File: src/rtl/card_dealer_if.sv
// card_dealer_if: engine-side request/response bundle
// plus shoe status for the board-level deck button.
interface card_dealer_if;
  logic       shuffle;
  logic       req_p;
  logic       req_d;
  logic [3:0] cval_p;
  logic       ready_p;
  logic [3:0] cval_d;
  logic       ready_d;
  logic [5:0] cards_left;
  logic       empty;
  logic       busy;
  logic [1:0] debug_state;

  modport master (
    output shuffle, req_p, req_d,
    input  cval_p, ready_p, cval_d, ready_d,
    input  cards_left, empty, busy, debug_state
  );

  modport slave (
    input  shuffle, req_p, req_d,
    output cval_p, ready_p, cval_d, ready_d,
    output cards_left, empty, busy, debug_state
  );
endinterface

File: src/rtl/card_dealer.sv
// card_dealer: shared 52-card shoe, round-robin between
// player and dealer engines, LFSR draw without replacement.
module card_dealer #(
  parameter logic [7:0] SEED = 8'hA5
) (
  input logic     clk,
  input logic     rst,
  card_dealer_if.slave bus
);

  typedef enum logic [1:0] {
    IDLE  = 2'b00,
    PROBE = 2'b01,
    GRANT = 2'b10
  } state_t;

  state_t     state;
  state_t     state_d;
  logic [7:0] lfsr;
  logic [2:0] cnt [13];
  logic [3:0] idx;
  logic [5:0] left;
  logic       empty_q;
  logic       last;
  logic       win;
  logic       mask_p;
  logic       mask_d;
  logic [3:0] cval_p_q;
  logic [3:0] cval_d_q;
  logic       ready_p_q;
  logic       ready_d_q;

  logic       up;
  logic       ud;
  logic       pick;
  logic       hit;
  logic       take;
  logic       refill;
  logic       go_empty;
  logic       go_probe;
  logic [3:0] start;
  logic [3:0] idx_nx;
  logic [3:0] card;

  function automatic logic [3:0] rank_val(
    input logic [3:0] r
  );
    logic [3:0] v;
    unique case (1'b1)
      (r == 4'd0):  v = 4'd11;
      (r >= 4'd10): v = 4'd10;
      default:      v = r + 4'd1;
    endcase
    return v;
  endfunction

  // request masking, arbitration and probe helpers
  always_comb begin
    up     = bus.req_p & ~mask_p;
    ud     = bus.req_d & ~mask_d;
    pick   = (up & ud) ? ~last : ud;
    start  = (lfsr[3:0] >= 4'd13)
           ? lfsr[3:0] - 4'd13 : lfsr[3:0];
    idx_nx = (idx == 4'd12) ? 4'd0 : idx + 4'd1;
    hit    = (cnt[idx] != 3'd0);
    take   = (state == PROBE) & hit;
    card   = rank_val(idx);
  end

  // next-state and step decode
  always_comb begin
    state_d  = state;
    refill   = 1'b0;
    go_empty = 1'b0;
    go_probe = 1'b0;
    unique case (state)
      IDLE: begin
        if (bus.shuffle) begin
          refill = 1'b1;
        end else if (up | ud) begin
          if (empty_q) begin
            go_empty = 1'b1;
            state_d  = GRANT;
          end else begin
            go_probe = 1'b1;
            state_d  = PROBE;
          end
        end
      end
      PROBE: if (hit) state_d = GRANT;
      GRANT: state_d = IDLE;
      default: state_d = IDLE;
    endcase
  end

  // state register
  always_ff @(posedge clk or negedge rst) begin
    if (!rst) state <= IDLE;
    else      state <= state_d;
  end

  // free-running LFSR, x^8+x^6+x^5+x^4+1
  always_ff @(posedge clk or negedge rst) begin
    if (!rst) begin
      lfsr <= SEED;
    end else begin
      lfsr <= {lfsr[6:0],
               lfsr[7] ^ lfsr[5] ^ lfsr[4] ^ lfsr[3]};
    end
  end

  // shoe contents: refill or remove the probed card
  always_ff @(posedge clk or negedge rst) begin
    if (!rst) begin
      for (int i = 0; i < 13; i++) cnt[i] <= 3'd4;
      left    <= 6'd52;
      empty_q <= 1'b0;
    end else if (refill) begin
      for (int i = 0; i < 13; i++) cnt[i] <= 3'd4;
      left    <= 6'd52;
      empty_q <= 1'b0;
    end else if (take) begin
      cnt[idx] <= cnt[idx] - 3'd1;
      left     <= left - 6'd1;
      empty_q  <= (left == 6'd1);
    end
  end

  // arbiter history, winner latch, probe index, masks
  always_ff @(posedge clk or negedge rst) begin
    if (!rst) begin
      last   <= 1'b1;
      win    <= 1'b0;
      idx    <= 4'd0;
      mask_p <= 1'b0;
      mask_d <= 1'b0;
    end else begin
      mask_p <= ready_p_q;
      mask_d <= ready_d_q;
      if (go_empty | go_probe) begin
        win  <= pick;
        last <= pick;
      end
      if (go_probe) begin
        idx <= start;
      end else if ((state == PROBE) & ~hit) begin
        idx <= idx_nx;
      end
    end
  end

  // card values and one-cycle ready pulses
  always_ff @(posedge clk or negedge rst) begin
    if (!rst) begin
      cval_p_q  <= 4'd0;
      cval_d_q  <= 4'd0;
      ready_p_q <= 1'b0;
      ready_d_q <= 1'b0;
    end else begin
      ready_p_q <= 1'b0;
      ready_d_q <= 1'b0;
      if (go_empty) begin
        if (pick) begin
          cval_d_q  <= 4'd0;
          ready_d_q <= 1'b1;
        end else begin
          cval_p_q  <= 4'd0;
          ready_p_q <= 1'b1;
        end
      end else if (take) begin
        if (win) begin
          cval_d_q  <= card;
          ready_d_q <= 1'b1;
        end else begin
          cval_p_q  <= card;
          ready_p_q <= 1'b1;
        end
      end
    end
  end

  assign bus.cval_p      = cval_p_q;
  assign bus.cval_d      = cval_d_q;
  assign bus.ready_p     = ready_p_q;
  assign bus.ready_d     = ready_d_q;
  assign bus.cards_left  = left;
  assign bus.empty       = empty_q;
  assign bus.busy        = (state != IDLE);
  assign bus.debug_state = state;

endmodule

File: src/flat_wrapper.sv
// flat-port wrapper written by rule: the top's interface ports become plain ports
module card_dealer_flat 
#(
  parameter logic [7:0] SEED = 8'hA5
)
  (clk, rst, bus_shuffle, bus_req_p, bus_req_d, bus_cval_p, bus_ready_p, bus_cval_d, bus_ready_d, bus_cards_left, bus_empty, bus_busy, bus_debug_state);
  card_dealer_if bus_i ();
  input logic clk;
  input logic rst;
  input wire logic [$bits(bus_i.shuffle)-1:0] bus_shuffle;
  input wire logic [$bits(bus_i.req_p)-1:0] bus_req_p;
  input wire logic [$bits(bus_i.req_d)-1:0] bus_req_d;
  output wire logic [$bits(bus_i.cval_p)-1:0] bus_cval_p;
  output wire logic [$bits(bus_i.ready_p)-1:0] bus_ready_p;
  output wire logic [$bits(bus_i.cval_d)-1:0] bus_cval_d;
  output wire logic [$bits(bus_i.ready_d)-1:0] bus_ready_d;
  output wire logic [$bits(bus_i.cards_left)-1:0] bus_cards_left;
  output wire logic [$bits(bus_i.empty)-1:0] bus_empty;
  output wire logic [$bits(bus_i.busy)-1:0] bus_busy;
  output wire logic [$bits(bus_i.debug_state)-1:0] bus_debug_state;
  assign bus_i.shuffle = bus_shuffle;
  assign bus_i.req_p = bus_req_p;
  assign bus_i.req_d = bus_req_d;
  assign bus_cval_p = bus_i.cval_p;
  assign bus_ready_p = bus_i.ready_p;
  assign bus_cval_d = bus_i.cval_d;
  assign bus_ready_d = bus_i.ready_d;
  assign bus_cards_left = bus_i.cards_left;
  assign bus_empty = bus_i.empty;
  assign bus_busy = bus_i.busy;
  assign bus_debug_state = bus_i.debug_state;
  card_dealer #(.SEED(SEED)) u_core (.clk(clk), .rst(rst), .bus(bus_i));
endmodule
File: config.mk
export PLATFORM = sky130hd
export DESIGN_NAME = card_dealer_flat
export DESIGN_NICKNAME = d
export VERILOG_FILES = /design/src/rtl/card_dealer_if.sv /design/src/rtl/card_dealer.sv /design/src/flat_wrapper.sv
export SDC_FILE = /design/constraint.sdc
export NUM_CORES = 1
export LEC_CHECK = 0
export CAP_MARGIN = 20
export CORE_ASPECT_RATIO = 1.2
export CORE_MARGIN = 5
export CORE_UTILIZATION = 55
export CTS_BUF_LIST = sky130_fd_sc_hd__clkbuf_4 sky130_fd_sc_hd__clkbuf_8
export DETAILED_ROUTE_END_ITERATION = 16
export PLACE_DENSITY = 0.78
export SLEW_MARGIN = 20
export SYNTH_ARGS = -nofsm -noshare
export SYNTH_HDL_FRONTEND = slang
export SYNTH_SLANG_ARGS = --single-unit
File: constraint.sdc
create_clock -name clk -period 3.1 [get_ports clk]
set_input_delay 0.62 -clock clk [delete_from_list [all_inputs] [get_ports clk]]
set_output_delay 0.62 -clock clk [all_outputs]
set_load 0.1 [all_outputs]
==> qor.txt <==
Die H = 98.9 µm
Combinational share of power = 52.4%
Critical Path Source Type = register
Total CTS buffers = 9
DR iter-0 viols = 259
# rows = 32
WL/cell = 18.0 µm
Aggregate global-route resource usage = 21.7%
Mean Syn Cell Area = 10.4 µm²
Yosys top cell area share = 36.6%
Top FF cell, synth = dfrtp_1
Switching Share = 47.7%
Post-synth EDFFs = 0
Status = completed
Vias per inst = 6.19
CTS root buffer = clkbuf_8
Tightest hold margin = 317 ps
Final min period = 2960 ps
Ports = 25
Final ANT Viol Nets = 0
Hold Crit Class = in2async
GRT overflow = 0
Yosys reg bits = 74
Die area = 0.00832 mm²
Relative max-transition margin = 50.5%
Layout net count = 400
Placed inst area = 0.00405 mm²
Vias in the first global route = 3013
Critical path class = reg2reg
Net Switching = 2.40 mW
Setup violations, final = 0
# diodes = 0
FF-to-FF End = u_core.bus.cards_left[5]$_DFFE_PN1P_
Area contributors post-synth = dfrtp_1 37%, dfstp_2 15%, mux4_2 5.0%
Async SR Flop Fraction = 100%
HPWL Detailed = 5990 µm
Leakage power = 1.93 nW
Core Area = 0.00641 mm²
Internal power = 2.64 mW
Initial antenna violation count = 0
Largest net degree at the start of global routing = 43
Worst-skew pair later-pin latency = 360 ps
DR pass1 iterations = 5
# fillers = 475
Crit end category = register
Crit Path Max Fanout = 19
RSZ-0062 raised after global routing = false
GPL Wtd Cong = 0.910
VDD IR max = 698 µV
Reg clk slew, reported paths = 80 ps
Final TNS setup = 0 ps
Post-synthesis cell type count = 45
Hold Violations, Final = 0
Period utilisation layout = 95.4%
Final WL = 8530 µm
Reg-to-reg startpoint = u_core.idx[1]$_DFFE_PN0P_
Slew @ Worst Pin = 733 ps
Most common cell in the netlist = dfrtp_1
Clk pwr share = 17.9%
Die W = 84.1 µm
R2R cell count = 10
Worst Skew = 12.3 ps
H-tree levels = 3
R2R setup slack = 140 ps
Share of layout cells above drive strength 1 = 25.6%
DRC errors left = 0
Via count = 2939
Synth top cells by count = 53 x dfrtp_1, 31 x nor2_1, 29 x nand3_1
CTS Buffer Depth = 2
Fin area = 0.00430 mm²
First-pass GRT wire length = 14300 µm
Fmax = 338 MHz
Post-CTS repair timing setup buffer count = 0
Data required time of the worst path = 3390 ps
Cts hold-fix bufs = 0
Initial core utilization = 56.6%
Max_cap viols = 0
Ys Warns = 0
Largest area contributor in the netlist = dfrtp_1
Sequential element share of the synthesized area = 51.8%
Fin. max-slew vios = 0
Power per cell area = 1170 mW/mm²
CTS tree = yes
Net count after synthesis = 363
Port Buffer Count = 24
Clk sink count = 74
Synth Cell Area = 0.00362 mm²
Seq pwr share = 29.7%
Area Growth Syn to Fin = 18.7%
Syn Inst Count = 348
Worst EP arrival = 3240 ps
==> power by group through the flow <==
| stage | logic, mW | registers (mW) | clock network, mW |
|---|---|---|---|
| after floorplan | 1.24 | 2.07 | 0 |
| after global placement | 2.56 | 1.49 | 0 |
| after detailed placement | 2.61 | 1.50 | 0 |
| after CTS | 2.63 | 1.49 | 0.909 |
| after global routing | 2.81 | 1.53 | 0.950 |
| final | 2.64 | 1.50 | 0.902 |
==> worst max-delay path, stage by stage (launching register included) <==
cell and delay [ps]:
dfrtp_1 400, buf_12 160, mux4_2 330, mux2i_1 80, a22o_1 180, ha_1 180, ha_2 200, or3b_4 400
or4_4 440, or4_1 420, nand3_1 100
==> kinds of logic after synthesis <==
family                   Yosys count  synth area share, %
flip-flops                        74                 51.8
buffers and inverters             32                 3.31
XOR/XNOR                           6                 1.45
multiplexers                      23                 9.25
AND/OR/NAND/NOR                  122                 16.2
AO/OA/AOI/OAI                     81                 14.6
adder cells (fa/ha/maj)           10                 3.45
==> layout by cell type, fill, tap and decap left out, drive strengths merged, types with 10 or more instances in the layout <==
master,count
nand2,26
buf,42
dfrtp,53
a21oi,11
nand3,29
ha,10
o21ai,21
nor3,12
mux2i,11
nor2,31
dfstp,21
inv,13
==> cell type report <==
type / instances / area (µm²) / share of cell area (%)
timing repair buffer: 45 / 380 / 8.84
clock buffer: 9 / 124 / 2.88
sequential: 74 / 1880 / 43.7
multi-input combinational: 242 / 1650 / 38.3
inverter: 13 / 48.8 / 1.13
clock inverter: 7 / 118 / 2.73
tap: 85 / 106 / 2.47
==> worst max-delay path by stage <==
stage                              startpoint                                   end  slack [ps]  cells after the start
floorplan           u_core.idx[2]$_DFFE_PN0P_  u_core.bus.cards_left[5]$_DFFE_PN1P_          20                     11
global placement    u_core.idx[0]$_DFFE_PN0P_  u_core.bus.cards_left[5]$_DFFE_PN1P_         120                      9
detailed placement  u_core.idx[0]$_DFFE_PN0P_  u_core.bus.cards_left[5]$_DFFE_PN1P_          50                     10
CTS                 u_core.idx[0]$_DFFE_PN0P_  u_core.bus.cards_left[5]$_DFFE_PN1P_          20                     10
global route        u_core.idx[0]$_DFFE_PN0P_  u_core.bus.cards_left[5]$_DFFE_PN1P_          20                     10
finish              u_core.idx[1]$_DFFE_PN0P_  u_core.bus.cards_left[5]$_DFFE_PN1P_         140                     10
==> through the flow <==
stage	instances	util (%)	setup WS [ps]	total power, mW
6_report	475	67.2	142	5.04
3_3_place_gp	459	63.3	117	4.06
4_1_cts	475	67.0	16.3	5.02
2_1_floorplan	348	-	25.0	3.31
3_5_place_dp	459	63.3	47.2	4.11
5_1_grt	475	67.2	23.5	5.30
==> repair_timing <==
item	4_1_cts	5_1_grt
endpoints found under the hold margin	0	0
endpoints found under the setup margin	0	4
resized for setup	0	3
==> per-layer routing <==
metal / vias to the layer above / share of wire, % / global-route usage (%)
li1: 1348 / - / -
met1: 1443 / 39 / 25.5
met2: 121 / 51 / 36.5
met3: 27 / 7.0 / 5.10
met4: 0 / 2.9 / 11.8
met5: - / 0 / 0
==> flip-flops by register name (all words and copies together), names as in the netlist <==
register / flops
u_core.bus.cards_left: 6
u_core.win: 1
u_core.bus.cval_p: 4
u_core.mask_p: 1
u_core.idx: 4
u_core.bus.ready_d: 1
u_core.bus.ready_p: 1
u_core.cnt: 39
u_core.last: 1
u_core.bus.debug_state: 2
u_core.mask_d: 1
u_core.bus.cval_d: 4
u_core.bus.empty: 1
u_core.lfsr: 8
No activity file was read; power rests on OpenSTA's default activity.
